`config.mk`:
```
export PLATFORM = sky130hd
export DESIGN_NAME = regfile_port_sched_flat
export DESIGN_NICKNAME = d
export VERILOG_FILES = /design/src/rtl/regfile_sched_pkg.sv /design/src/rtl/regfile_port_sched_if.sv /design/src/rtl/regfile_port_sched_rr_arbiter3.sv /design/src/rtl/regfile_port_sched.sv /design/src/flat_wrapper.sv
export SDC_FILE = /design/constraint.sdc
export NUM_CORES = 1
export LEC_CHECK = 0
export CAP_MARGIN = 5
export CELL_PAD_IN_SITES_DETAIL_PLACEMENT = 0
export CELL_PAD_IN_SITES_GLOBAL_PLACEMENT = 1
export CORE_MARGIN = 2
export CORE_UTILIZATION = 32
export CTS_BUF_LIST = sky130_fd_sc_hd__clkbuf_8 sky130_fd_sc_hd__clkbuf_16
export CTS_CLUSTER_SIZE = 16
export DETAILED_ROUTE_END_ITERATION = 6
export PLACE_DENSITY = 0.88
export REMOVE_ABC_BUFFERS = 1
export SLEW_MARGIN = 10
export SYNTH_ARGS = -nofsm -noshare
export SYNTH_HDL_FRONTEND = slang
export SYNTH_SLANG_ARGS = --single-unit
```
`constraint.sdc`:
```
create_clock -name clk -period 4.55 [get_ports clk]
set_clock_uncertainty 0.1 [all_clocks]
set_input_delay 0.91 -clock clk [delete_from_list [all_inputs] [get_ports clk]]
set_output_delay 0.91 -clock clk [all_outputs]
set_load 0.01 [all_outputs]
```
`src/rtl/regfile_sched_pkg.sv`:
```
// Shared types and helpers for the register-file port scheduler.
package regfile_sched_pkg;

  typedef enum logic [1:0] {
    REQ_READ = 2'd0,
    REQ_WB0  = 2'd1,
    REQ_WB1  = 2'd2
  } req_e;

  localparam int unsigned NUM_WB    = 2;
  localparam int unsigned ADDR_BITS = 4;
  localparam int unsigned NUM_REGS  = 2 ** ADDR_BITS;

  function automatic logic [NUM_REGS-1:0] onehot_addr(input logic [ADDR_BITS-1:0] addr);
    logic [NUM_REGS-1:0] mask;
    mask = '0;
    mask[addr] = 1'b1;
    return mask;
  endfunction

endpackage

```
`src/rtl/regfile_port_sched_if.sv`:
```
// Bundle of read-request, writeback and register-file signals around the scheduler.
interface regfile_port_sched_if #(
  parameter int unsigned WIDTH   = 16,
  parameter int unsigned REGBITS = 4
);
  logic                    rd_valid;
  logic                    rd_ready;
  logic [REGBITS-1:0]      rd_a1;
  logic [REGBITS-1:0]      rd_a2;
  logic                    rd_done;
  logic [WIDTH-1:0]        rd_d1;
  logic [WIDTH-1:0]        rd_d2;
  logic [1:0]              wb_valid;
  logic [1:0]              wb_ready;
  logic [2*REGBITS-1:0]    wb_addr;
  logic [2*WIDTH-1:0]      wb_data;
  logic [REGBITS-1:0]      rf_ra1;
  logic [REGBITS-1:0]      rf_ra2;
  logic [WIDTH-1:0]        rf_wd;
  logic                    rf_regwrite;
  logic [WIDTH-1:0]        rf_rd1;
  logic [WIDTH-1:0]        rf_rd2;
  logic [2**REGBITS-1:0]   pending;

  modport master (
    output rd_valid, rd_a1, rd_a2, wb_valid, wb_addr, wb_data, rf_rd1, rf_rd2,
    input  rd_ready, rd_done, rd_d1, rd_d2, wb_ready, rf_ra1, rf_ra2, rf_wd, rf_regwrite, pending
  );

  modport slave (
    input  rd_valid, rd_a1, rd_a2, wb_valid, wb_addr, wb_data, rf_rd1, rf_rd2,
    output rd_ready, rd_done, rd_d1, rd_d2, wb_ready, rf_ra1, rf_ra2, rf_wd, rf_regwrite, pending
  );
endinterface

```
`src/rtl/regfile_port_sched_rr_arbiter3.sv`:
```
// Three-way round-robin arbiter; pointer names the highest-priority requester next cycle.
module rr_arbiter3
  import regfile_sched_pkg::*;
(
  input  logic       clk,
  input  logic       reset_n,
  input  logic [2:0] eligible,
  output logic [2:0] grant
);

  req_e ptr_q, ptr_d;

  always_ff @(posedge clk or negedge reset_n) begin
    if (!reset_n) ptr_q <= REQ_READ;
    else          ptr_q <= ptr_d;
  end

  always_comb begin
    grant = 3'b000;
    unique case (ptr_q)
      REQ_READ: begin
        if      (eligible[0]) grant = 3'b001;
        else if (eligible[1]) grant = 3'b010;
        else if (eligible[2]) grant = 3'b100;
      end
      REQ_WB0: begin
        if      (eligible[1]) grant = 3'b010;
        else if (eligible[2]) grant = 3'b100;
        else if (eligible[0]) grant = 3'b001;
      end
      REQ_WB1: begin
        if      (eligible[2]) grant = 3'b100;
        else if (eligible[0]) grant = 3'b001;
        else if (eligible[1]) grant = 3'b010;
      end
      default: grant = 3'b000;
    endcase

    ptr_d = ptr_q;
    if (grant[0]) ptr_d = REQ_WB0;
    if (grant[1]) ptr_d = REQ_WB1;
    if (grant[2]) ptr_d = REQ_READ;
  end

endmodule

```
`src/rtl/regfile_port_sched.sv`:
```
// Shares a 2R/1W register file (write address aliased onto ra2) between one reader
// and two writeback slots, blocking reads of registers with buffered writes.
module regfile_port_sched
  import regfile_sched_pkg::*;
#(
  parameter int unsigned WIDTH   = 16,
  parameter int unsigned REGBITS = ADDR_BITS
) (
  input logic                  clk,
  input logic                  reset_n,
  regfile_port_sched_if.slave  bus
);

  localparam int unsigned NREGS = 2 ** REGBITS;

  logic [NUM_WB-1:0]              occ_q;
  logic [NUM_WB-1:0][REGBITS-1:0] addr_q;
  logic [NUM_WB-1:0][WIDTH-1:0]   data_q;
  logic                           rd_done_q;
  logic [WIDTH-1:0]               rd_d1_q, rd_d2_q;

  logic [NREGS-1:0] pend;
  logic [2:0]       eligible, grant;

  always_comb begin
    pend = '0;
    for (int i = 0; i < NUM_WB; i++) begin
      if (occ_q[i]) pend |= onehot_addr(addr_q[i]);
    end
  end

  assign eligible = {occ_q[1], occ_q[0],
                     bus.rd_valid && !pend[bus.rd_a1] && !pend[bus.rd_a2]};

  rr_arbiter3 u_arb (
    .clk      (clk),
    .reset_n  (reset_n),
    .eligible (eligible),
    .grant    (grant)
  );

  logic [REGBITS-1:0] ra1, ra2;
  logic [WIDTH-1:0]   wd;
  logic               regwrite, rd_ready;

  // Write grants drive the slot address onto ra2, which doubles as the write address.
  always_comb begin
    ra1      = '0;
    ra2      = '0;
    wd       = '0;
    regwrite = 1'b0;
    rd_ready = 1'b0;
    if (grant[0]) begin
      ra1      = bus.rd_a1;
      ra2      = bus.rd_a2;
      rd_ready = 1'b1;
    end else if (grant[1]) begin
      ra2      = addr_q[0];
      wd       = data_q[0];
      regwrite = 1'b1;
    end else if (grant[2]) begin
      ra2      = addr_q[1];
      wd       = data_q[1];
      regwrite = 1'b1;
    end
  end

  always_ff @(posedge clk or negedge reset_n) begin
    if (!reset_n) begin
      occ_q     <= '0;
      addr_q    <= '0;
      data_q    <= '0;
      rd_done_q <= 1'b0;
      rd_d1_q   <= '0;
      rd_d2_q   <= '0;
    end else begin
      rd_done_q <= grant[0];
      if (grant[0]) begin
        rd_d1_q <= bus.rf_rd1;
        rd_d2_q <= bus.rf_rd2;
      end
      for (int i = 0; i < NUM_WB; i++) begin
        if (grant[i+1]) begin
          occ_q[i] <= 1'b0;
        end else if (bus.wb_valid[i] && !occ_q[i] &&
                     bus.wb_addr[i*REGBITS +: REGBITS] != '0) begin
          // r0 writes are acknowledged but never buffered
          occ_q[i]  <= 1'b1;
          addr_q[i] <= bus.wb_addr[i*REGBITS +: REGBITS];
          data_q[i] <= bus.wb_data[i*WIDTH +: WIDTH];
        end
      end
    end
  end

  assign bus.wb_ready    = ~occ_q;
  assign bus.pending     = pend;
  assign bus.rd_ready    = rd_ready;
  assign bus.rd_done     = rd_done_q;
  assign bus.rd_d1       = rd_d1_q;
  assign bus.rd_d2       = rd_d2_q;
  assign bus.rf_ra1      = ra1;
  assign bus.rf_ra2      = ra2;
  assign bus.rf_wd       = wd;
  assign bus.rf_regwrite = regwrite;

endmodule

```
`src/flat_wrapper.sv`:
```
// flat-port wrapper written by rule: the top's interface ports become plain ports
module regfile_port_sched_flat import regfile_sched_pkg::*;
#(
  parameter int unsigned WIDTH   = 16,
  parameter int unsigned REGBITS = ADDR_BITS
)
  (clk, reset_n, bus_rd_valid, bus_rd_a1, bus_rd_a2, bus_wb_valid, bus_wb_addr, bus_wb_data, bus_rf_rd1, bus_rf_rd2, bus_rd_ready, bus_rd_done, bus_rd_d1, bus_rd_d2, bus_wb_ready, bus_rf_ra1, bus_rf_ra2, bus_rf_wd, bus_rf_regwrite, bus_pending);
  regfile_port_sched_if #(.WIDTH(WIDTH), .REGBITS(REGBITS)) bus_i ();
  input logic clk;
  input logic reset_n;
  input wire logic [$bits(bus_i.rd_valid)-1:0] bus_rd_valid;
  input wire logic [$bits(bus_i.rd_a1)-1:0] bus_rd_a1;
  input wire logic [$bits(bus_i.rd_a2)-1:0] bus_rd_a2;
  input wire logic [$bits(bus_i.wb_valid)-1:0] bus_wb_valid;
  input wire logic [$bits(bus_i.wb_addr)-1:0] bus_wb_addr;
  input wire logic [$bits(bus_i.wb_data)-1:0] bus_wb_data;
  input wire logic [$bits(bus_i.rf_rd1)-1:0] bus_rf_rd1;
  input wire logic [$bits(bus_i.rf_rd2)-1:0] bus_rf_rd2;
  output wire logic [$bits(bus_i.rd_ready)-1:0] bus_rd_ready;
  output wire logic [$bits(bus_i.rd_done)-1:0] bus_rd_done;
  output wire logic [$bits(bus_i.rd_d1)-1:0] bus_rd_d1;
  output wire logic [$bits(bus_i.rd_d2)-1:0] bus_rd_d2;
  output wire logic [$bits(bus_i.wb_ready)-1:0] bus_wb_ready;
  output wire logic [$bits(bus_i.rf_ra1)-1:0] bus_rf_ra1;
  output wire logic [$bits(bus_i.rf_ra2)-1:0] bus_rf_ra2;
  output wire logic [$bits(bus_i.rf_wd)-1:0] bus_rf_wd;
  output wire logic [$bits(bus_i.rf_regwrite)-1:0] bus_rf_regwrite;
  output wire logic [$bits(bus_i.pending)-1:0] bus_pending;
  assign bus_i.rd_valid = bus_rd_valid;
  assign bus_i.rd_a1 = bus_rd_a1;
  assign bus_i.rd_a2 = bus_rd_a2;
  assign bus_i.wb_valid = bus_wb_valid;
  assign bus_i.wb_addr = bus_wb_addr;
  assign bus_i.wb_data = bus_wb_data;
  assign bus_i.rf_rd1 = bus_rf_rd1;
  assign bus_i.rf_rd2 = bus_rf_rd2;
  assign bus_rd_ready = bus_i.rd_ready;
  assign bus_rd_done = bus_i.rd_done;
  assign bus_rd_d1 = bus_i.rd_d1;
  assign bus_rd_d2 = bus_i.rd_d2;
  assign bus_wb_ready = bus_i.wb_ready;
  assign bus_rf_ra1 = bus_i.rf_ra1;
  assign bus_rf_ra2 = bus_i.rf_ra2;
  assign bus_rf_wd = bus_i.rf_wd;
  assign bus_rf_regwrite = bus_i.rf_regwrite;
  assign bus_pending = bus_i.pending;
  regfile_port_sched #(.WIDTH(WIDTH), .REGBITS(REGBITS)) u_core (.clk(clk), .reset_n(reset_n), .bus(bus_i));
endmodule
```
-- Word level (Yosys, flattened, before mapping)
Index checks and enable logic that the tools add are counted.
- register bits: 77
- input bits: 85
- word-level logic and storage cells: 80
- magnitude comparators: 6
- equality and inequality tests: 2
- mux-type cells: 38
- bitwise logic cells: 4
- reductions and logical operators: 20
- operator list (kind ; number):
    $mux W16 ; 5
    $lt A4 B5 Y1 const B ; 4
    $mux W3 ; 6
    $mux W4 ; 4
    $or A16 B16 Y16 ; 1
    $mux W1 ; 13
    $mux W2 ; 5
    $pmux W3 S3 ; 1
    $bmux W1 S4 ; 2
    $demux W1 S4 ; 2
    $ge A4 B1 Y1 const B ; 2
    $logic_and A1 B1 Y1 ; 8
    $reduce_bool A4 Y1 ; 2
    $logic_not A1 Y1 ; 4
    $reduce_and A2 Y1 ; 2
    $reduce_bool A2 Y1 ; 2
    $reduce_bool A3 Y1 ; 1
    $eq A2 B1 Y1 const B ; 1
    $eq A2 B2 Y1 const B ; 1
    $logic_not A2 Y1 ; 1
    $not A1 Y1 ; 2
    $not A2 Y2 ; 1

-- Logic depth before layout (Yosys ltp)
- depth in word-level cells: 19
- depth in mapped cells: 10
- gate-level depth less buffers: 8

-- Cells and area by module
A second synthesis with hierarchy kept.
- cell total of the unflattened synthesis: 352
- area, all modules: 3926.3 um^2
- modules (own cells, without submodules) (module ; instances ; cells an instance ; area each (um^2) ; sequential area each (um^2)):
    regfile_port_sched ; 1 ; 333 ; 3788.6 ; 1876.8
    rr_arbiter3 ; 1 ; 19 ; 137.6 ; 50.0

-- Worst setup path before layout
No wires, ideal clock.
- path type: input -> output
- from: input bus_rd_a1[0]
- to: output bus_rf_ra2[2]
- data arrival time: 2.861 ns
- data required time: 3.540 ns
- setup slack: 0.679 ns
- stages on the path: 8
- path buffers: 2
- cell sequence: clkbuf_1 > mux4_2 > and2_1 > o211ai_2 > a41oi_1 > o21a_1 > buf_6 > a221o_1
- word-level cells in the longest chain between the ends: 10
- elaborated cells on any way between the ends: 15
- those cells by class: 12 x mux; 3 x reduce/logical
- ends and longest elaborated chain (what ; RTL line ; source):
    start: declaration ; flat_wrapper.sv:12 ; input wire logic [$bits(bus_i.rd_a1)-1:0] bus_rd_a1;
    $bmux W1 S4 * ; regfile_port_sched.sv:33 ; bus.rd_valid && !pend[bus.rd_a1] && !pend[bus.rd_a2]};
    $mux W1 (implied by the code) * ; regfile_port_sched.sv:33 ;
    $logic_not A1 Y1 * ; regfile_port_sched.sv:33 ;
    $logic_and A1 B1 Y1 * (2 in series) ; regfile_port_sched.sv:33 ;
    $mux W3 (tied with other cells) ; regfile_port_sched_rr_arbiter3.sv:22 ; if (eligible[0]) grant = 3'b001;
    $pmux W3 S3 * ; regfile_port_sched_rr_arbiter3.sv:20 ; unique case (ptr_q)
    $mux W4 (tied with other cells) ; regfile_port_sched.sv:61 ; end else if (grant[2]) begin
    $mux W4 or $pmux W3 S3 (tied branches) ; regfile_port_sched.sv:57, regfile_port_sched_rr_arbiter3.sv:20 ;
    $mux W4 * ; regfile_port_sched.sv:53 ; if (grant[0]) begin
    end: declaration ; flat_wrapper.sv:25 ; output wire logic [$bits(bus_i.rf_ra2)-1:0] bus_rf_ra2;
Every way passes the cells marked *; elsewhere a longest branch is shown, timed or not. The select of a mux whose other input is x is not followed.

-- Worst setup path after layout
- from: input bus_rd_a1[0]
- to: output bus_rf_wd[5]
- word-level cells in the longest chain between the ends: 10
- elaborated cells on any way between the ends: 15
- those cells by class: 12 x mux; 3 x reduce/logical
- ends and longest elaborated chain (what ; RTL line ; source):
    $bmux W1 S4 * ; regfile_port_sched.sv:33 ;
    $mux W1 (implied by the code) * ; regfile_port_sched.sv:33 ;
    $logic_not A1 Y1 * ; regfile_port_sched.sv:33 ;
    $logic_and A1 B1 Y1 * (2 in series) ; regfile_port_sched.sv:33 ;
    $mux W3 (tied with other cells) ; regfile_port_sched_rr_arbiter3.sv:22 ;
    $pmux W3 S3 * ; regfile_port_sched_rr_arbiter3.sv:20 ;
    $mux W16 (tied with other cells) ; regfile_port_sched.sv:61 ;
    $mux W16 or $pmux W3 S3 (tied branches) ; regfile_port_sched.sv:57, regfile_port_sched_rr_arbiter3.sv:20 ;
    $mux W16 * ; regfile_port_sched.sv:53 ;
    end: declaration ; flat_wrapper.sv:26 ; output wire logic [$bits(bus_i.rf_wd)-1:0] bus_rf_wd;
Marks and branches as above.

==> flow_metrics.tcl <==
set metrics [dict create \
    part_of_the_total_power_dissipated_in_sequential_elements 0.298 \
    sw_frac_of_total 0.328 \
    finish.utilization 0.534 \
    syn_inst 304 \
    report.final.setup_viol 0 \
    grt_max_degree 78 \
    chipWidth_um 112 \
    worst_r2r_startpoint "u_core.occ_q[1]" \
    worst_ir_drop_vdd_uv 418 \
    layout.area.seq_mm2 0.00193 \
    run_status "completed" \
    setup.worst_path.start_class "primary input" \
    fp-row-count 39 \
    initial_core_util 0.326 \
    total_nets_final 569 \
    ys_seq_area_frac 0.520 \
    slew_headroom 0.306 \
    drt_pass_1_iters 4 \
    cts.path.max_buffers 2 \
    crit_path_end "bus_rf_wd[5]" \
    post-place-cells 610 \
    core_area_mm2 0.0114 \
    wl_per_cell_um 17.2 \
    place_ws_ns -0.0791 \
    power.net_switching_mw 1.41 \
    num-fill-cells 996 \
    worst_setup_hold_path_clk_slew_ns 0.06 \
    first_global_vias 3444 \
    synth_edf_count 0 \
    post-route-worst-setup-slack_ns 0.00523 \
    hold_buffers 0 \
    area.growth.synth_to_final_pct 63.6 \
    tritoncts "built" \
    netlist.top_cell.by_area "sky130_fd_sc_hd__dfrtp_1" \
    synth.ff_latch_count 77 \
    cp_max_fanout 10 \
    rsz0062_at_grt "true" \
    post_layout_instance_count_excluding_filler_cells 632 \
    timing.final.hold_violations 0 \
    min-delay-path-class "reg -> reg" \
    grtUsageTotal 0.173 \
    setup-tns-final_ns 0 \
    numPortBuffers 161 \
    mapped_avg_cell_area_um2 12.2 \
    finalWeightedCongestion 0.873 \
    cts.sink_count 77 \
    drc_errors 0 \
    route.vias.total 3264 \
    insertedDiodeCount 0 \
    final_common_cell "sky130_fd_sc_hd__clkdlybuf4s50_1" \
    cts_htree_levels 3 \
    final_layout_size_suffix_gt1_frac 0.266 \
    comb_power_share 0.499 \
    critical_path.startpoint "bus_rd_a1[0]" \
    maxCapViolations 0 \
    ys_types 44 \
    worst-setup-path-type "in -> out" \
    fraction_of_registers_with_async_set_or_reset_after_synthesis 1.00 \
    antenna_violating_nets_post_route 0 \
    yosysTopAreaCellShare 0.520 \
    grt_first_pass_wirelength_um 17400 \
    arrival_time_at_the_worst_endpoint_ns 3.53 \
    first_iter_violations 195 \
    crit_path_end_kind "output pin" \
    height_of_the_die_um 112 \
    route.detailed.vias_per_inst 5.16 \
    critPathRequiredTime_ns 3.54 \
    post_synthesis_instance_area_mm2 0.00371 \
    timing.final.max_slew_violations 0 \
    detailedPlacementHpwl_um 8050 \
    synth_area_leaders "sky130_fd_sc_hd__dfrtp_1, sky130_fd_sc_hd__mux2_2, sky130_fd_sc_hd__a22o_1, sky130_fd_sc_hd__o22ai_1, sky130_fd_sc_hd__nand3_1" \
    min_period_ns 4.54 \
    static-leakage-power_nw 2.52 \
    period_share 0.999 \
    internal_power_mw 2.89 \
    tightest_slew_ns 1.04 \
    power_density_normalized_to_cell_area_mw_per_mm2 710 \
    timing.reg2reg.worst_path_depth 8 \
    clock_tree.root_cell "sky130_fd_sc_hd__clkbuf_16" \
    global_route.overflow_total 0 \
    critical_path.reg2reg.endpoint "u_core.bus.rd_d1[9]" \
    r2r_setup_slack_ns 1.40 \
    grt_antenna_before_repair 0 \
    maxClockFrequency_mhz 220 \
    clkPwrFrac 0.203 \
    cts_inserted_buffers 9 \
    power_mw 4.31 \
    die_area_mm2 0.0125 \
    most_used_cells_in_the_layout_excluding_fill_and_tap_cells "sky130_fd_sc_hd__clkdlybuf4s50_1, sky130_fd_sc_hd__dfrtp_1, sky130_fd_sc_hd__mux2_2" \
    warning_count_from_the_yosys_run 0 \
    insertion_delay_ns 0.33 \
    postSynth.topFlopCell "sky130_fd_sc_hd__dfrtp_1" \
    routed_wl_um 10900 \
    ios 162 \
    multi_input_comb_area_mm2 0.00174 \
]
sequential cells by signal, summed over array words and instances (netlist names):
register            flops
u_core.addr_q           8
u_core.bus.rd_d2       16
u_core.bus.rd_done      1
u_core.u_arb.ptr_q      2
u_core.bus.rd_d1       16
u_core.data_q          32
u_core.occ_q            2
layer usage:
metal  vias to the layer above  part of all wire  global-route usage
met2                       126              0.51               0.300
li1                       1501                 -                   -
met1                      1618              0.40               0.200
met4                         0             0.016              0.0650
met5                         -                 0                   0
met3                        19             0.069              0.0539
worst max-delay path, stage by stage:
cell and delay [ns]:
sky130_fd_sc_hd__clkdlybuf4s50_1 0.50, sky130_fd_sc_hd__mux4_2 0.51, sky130_fd_sc_hd__and2_1 0.18, sky130_fd_sc_hd__o211ai_2 0.19
sky130_fd_sc_hd__buf_4 0.18, sky130_fd_sc_hd__a41oi_4 0.15, sky130_fd_sc_hd__buf_6 0.19, sky130_fd_sc_hd__a22o_1 0.24
sky130_fd_sc_hd__clkdlybuf4s50_1 0.47
worst min path at each step:
| stage | slack [ns] | depth (start not counted) | endpoint | start |
|---|---|---|---|---|
| finish | 0.39 | 1 | u_core.bus.rd_d2[15] | u_core.bus.rd_d2[15] |
| global placement | 0.38 | 1 | u_core.bus.rd_d1[14] | u_core.bus.rd_d1[14] |
| global route | 0.41 | 1 | u_core.bus.rd_d1[14] | u_core.bus.rd_d1[14] |
| CTS | 0.40 | 1 | u_core.bus.rd_d2[15] | u_core.bus.rd_d2[15] |
| detailed placement | 0.39 | 1 | u_core.bus.rd_d2[15] | u_core.bus.rd_d2[15] |
| floorplan | 0.38 | 1 | u_core.data_q[0] | u_core.data_q[0] |
logic make-up (layout without fill, tap and decap cells):
group	Yosys count	count (layout)	synth area share
simple gates	68	68	0.0958
compound gates	57	57	0.120
flops	77	77	0.520
buf+inv	26	211	0.0314
mux	76	76	0.233
final cells by class:
type,instances,area share
Multi-Input combinational cell,201,0.286
Inverter,10,0.00619
Clock inverter,6,0.0221
Clock buffer,10,0.0394
Sequential cell,77,0.318
Tap cell,143,0.0295
Timing Repair Buffer,185,0.299
power by group through the flow:
stage	Clock, mW	Sequential, mW	Combinational [mW]
floorplan	0	1.30	0.996
global placement	0	1.28	2.07
detailed placement	0	1.29	2.11
CTS	0.896	1.28	2.09
global route	0.921	1.33	2.30
finish	0.876	1.28	2.15
cell usage after synthesis, types with 2 or more instances:
| master | number |
|---|---|
| sky130_fd_sc_hd__dfrtp_1 | 77 |
| sky130_fd_sc_hd__mux2_2 | 69 |
| sky130_fd_sc_hd__nor2_1 | 17 |
| sky130_fd_sc_hd__a22o_1 | 16 |
| sky130_fd_sc_hd__o22ai_1 | 16 |
| sky130_fd_sc_hd__nand3_1 | 14 |
| sky130_fd_sc_hd__inv_1 | 10 |
| sky130_fd_sc_hd__clkbuf_1 | 7 |
| sky130_fd_sc_hd__nand2_1 | 7 |
| sky130_fd_sc_hd__buf_2 | 6 |
| sky130_fd_sc_hd__nand4_1 | 6 |
| sky130_fd_sc_hd__nand3b_1 | 5 |
| sky130_fd_sc_hd__and2_1 | 4 |
| sky130_fd_sc_hd__nand2b_1 | 4 |
| sky130_fd_sc_hd__a21oi_1 | 3 |
| sky130_fd_sc_hd__a221o_1 | 3 |
| sky130_fd_sc_hd__mux2_1 | 3 |
| sky130_fd_sc_hd__mux2i_1 | 3 |
| sky130_fd_sc_hd__nor3_1 | 3 |
| sky130_fd_sc_hd__o211ai_1 | 3 |
| sky130_fd_sc_hd__or2_2 | 3 |
| sky130_fd_sc_hd__a211oi_1 | 2 |
| sky130_fd_sc_hd__a31oi_1 | 2 |
per-stage QoR:
| stage | area [µm²] | hold WS (ns) |
|---|---|---|
| 2_1_floorplan | 3630 | 0.381 |
| 3_3_place_gp | 5580 | 0.375 |
| 3_5_place_dp | 5580 | 0.388 |
| 4_1_cts | 5950 | 0.401 |
| 5_1_grt | 6070 | 0.411 |
| 6_report | 6070 | 0.395 |
timing repair:
| item | CTS | global route |
|---|---|---|
| cloned | 0 | 1 |
| setup buffers | 0 | 5 |
| resized for setup | 14 | 16 |
| setup endpoints to repair | 20 | 19 |
Power figures use the tool's default switching activity.
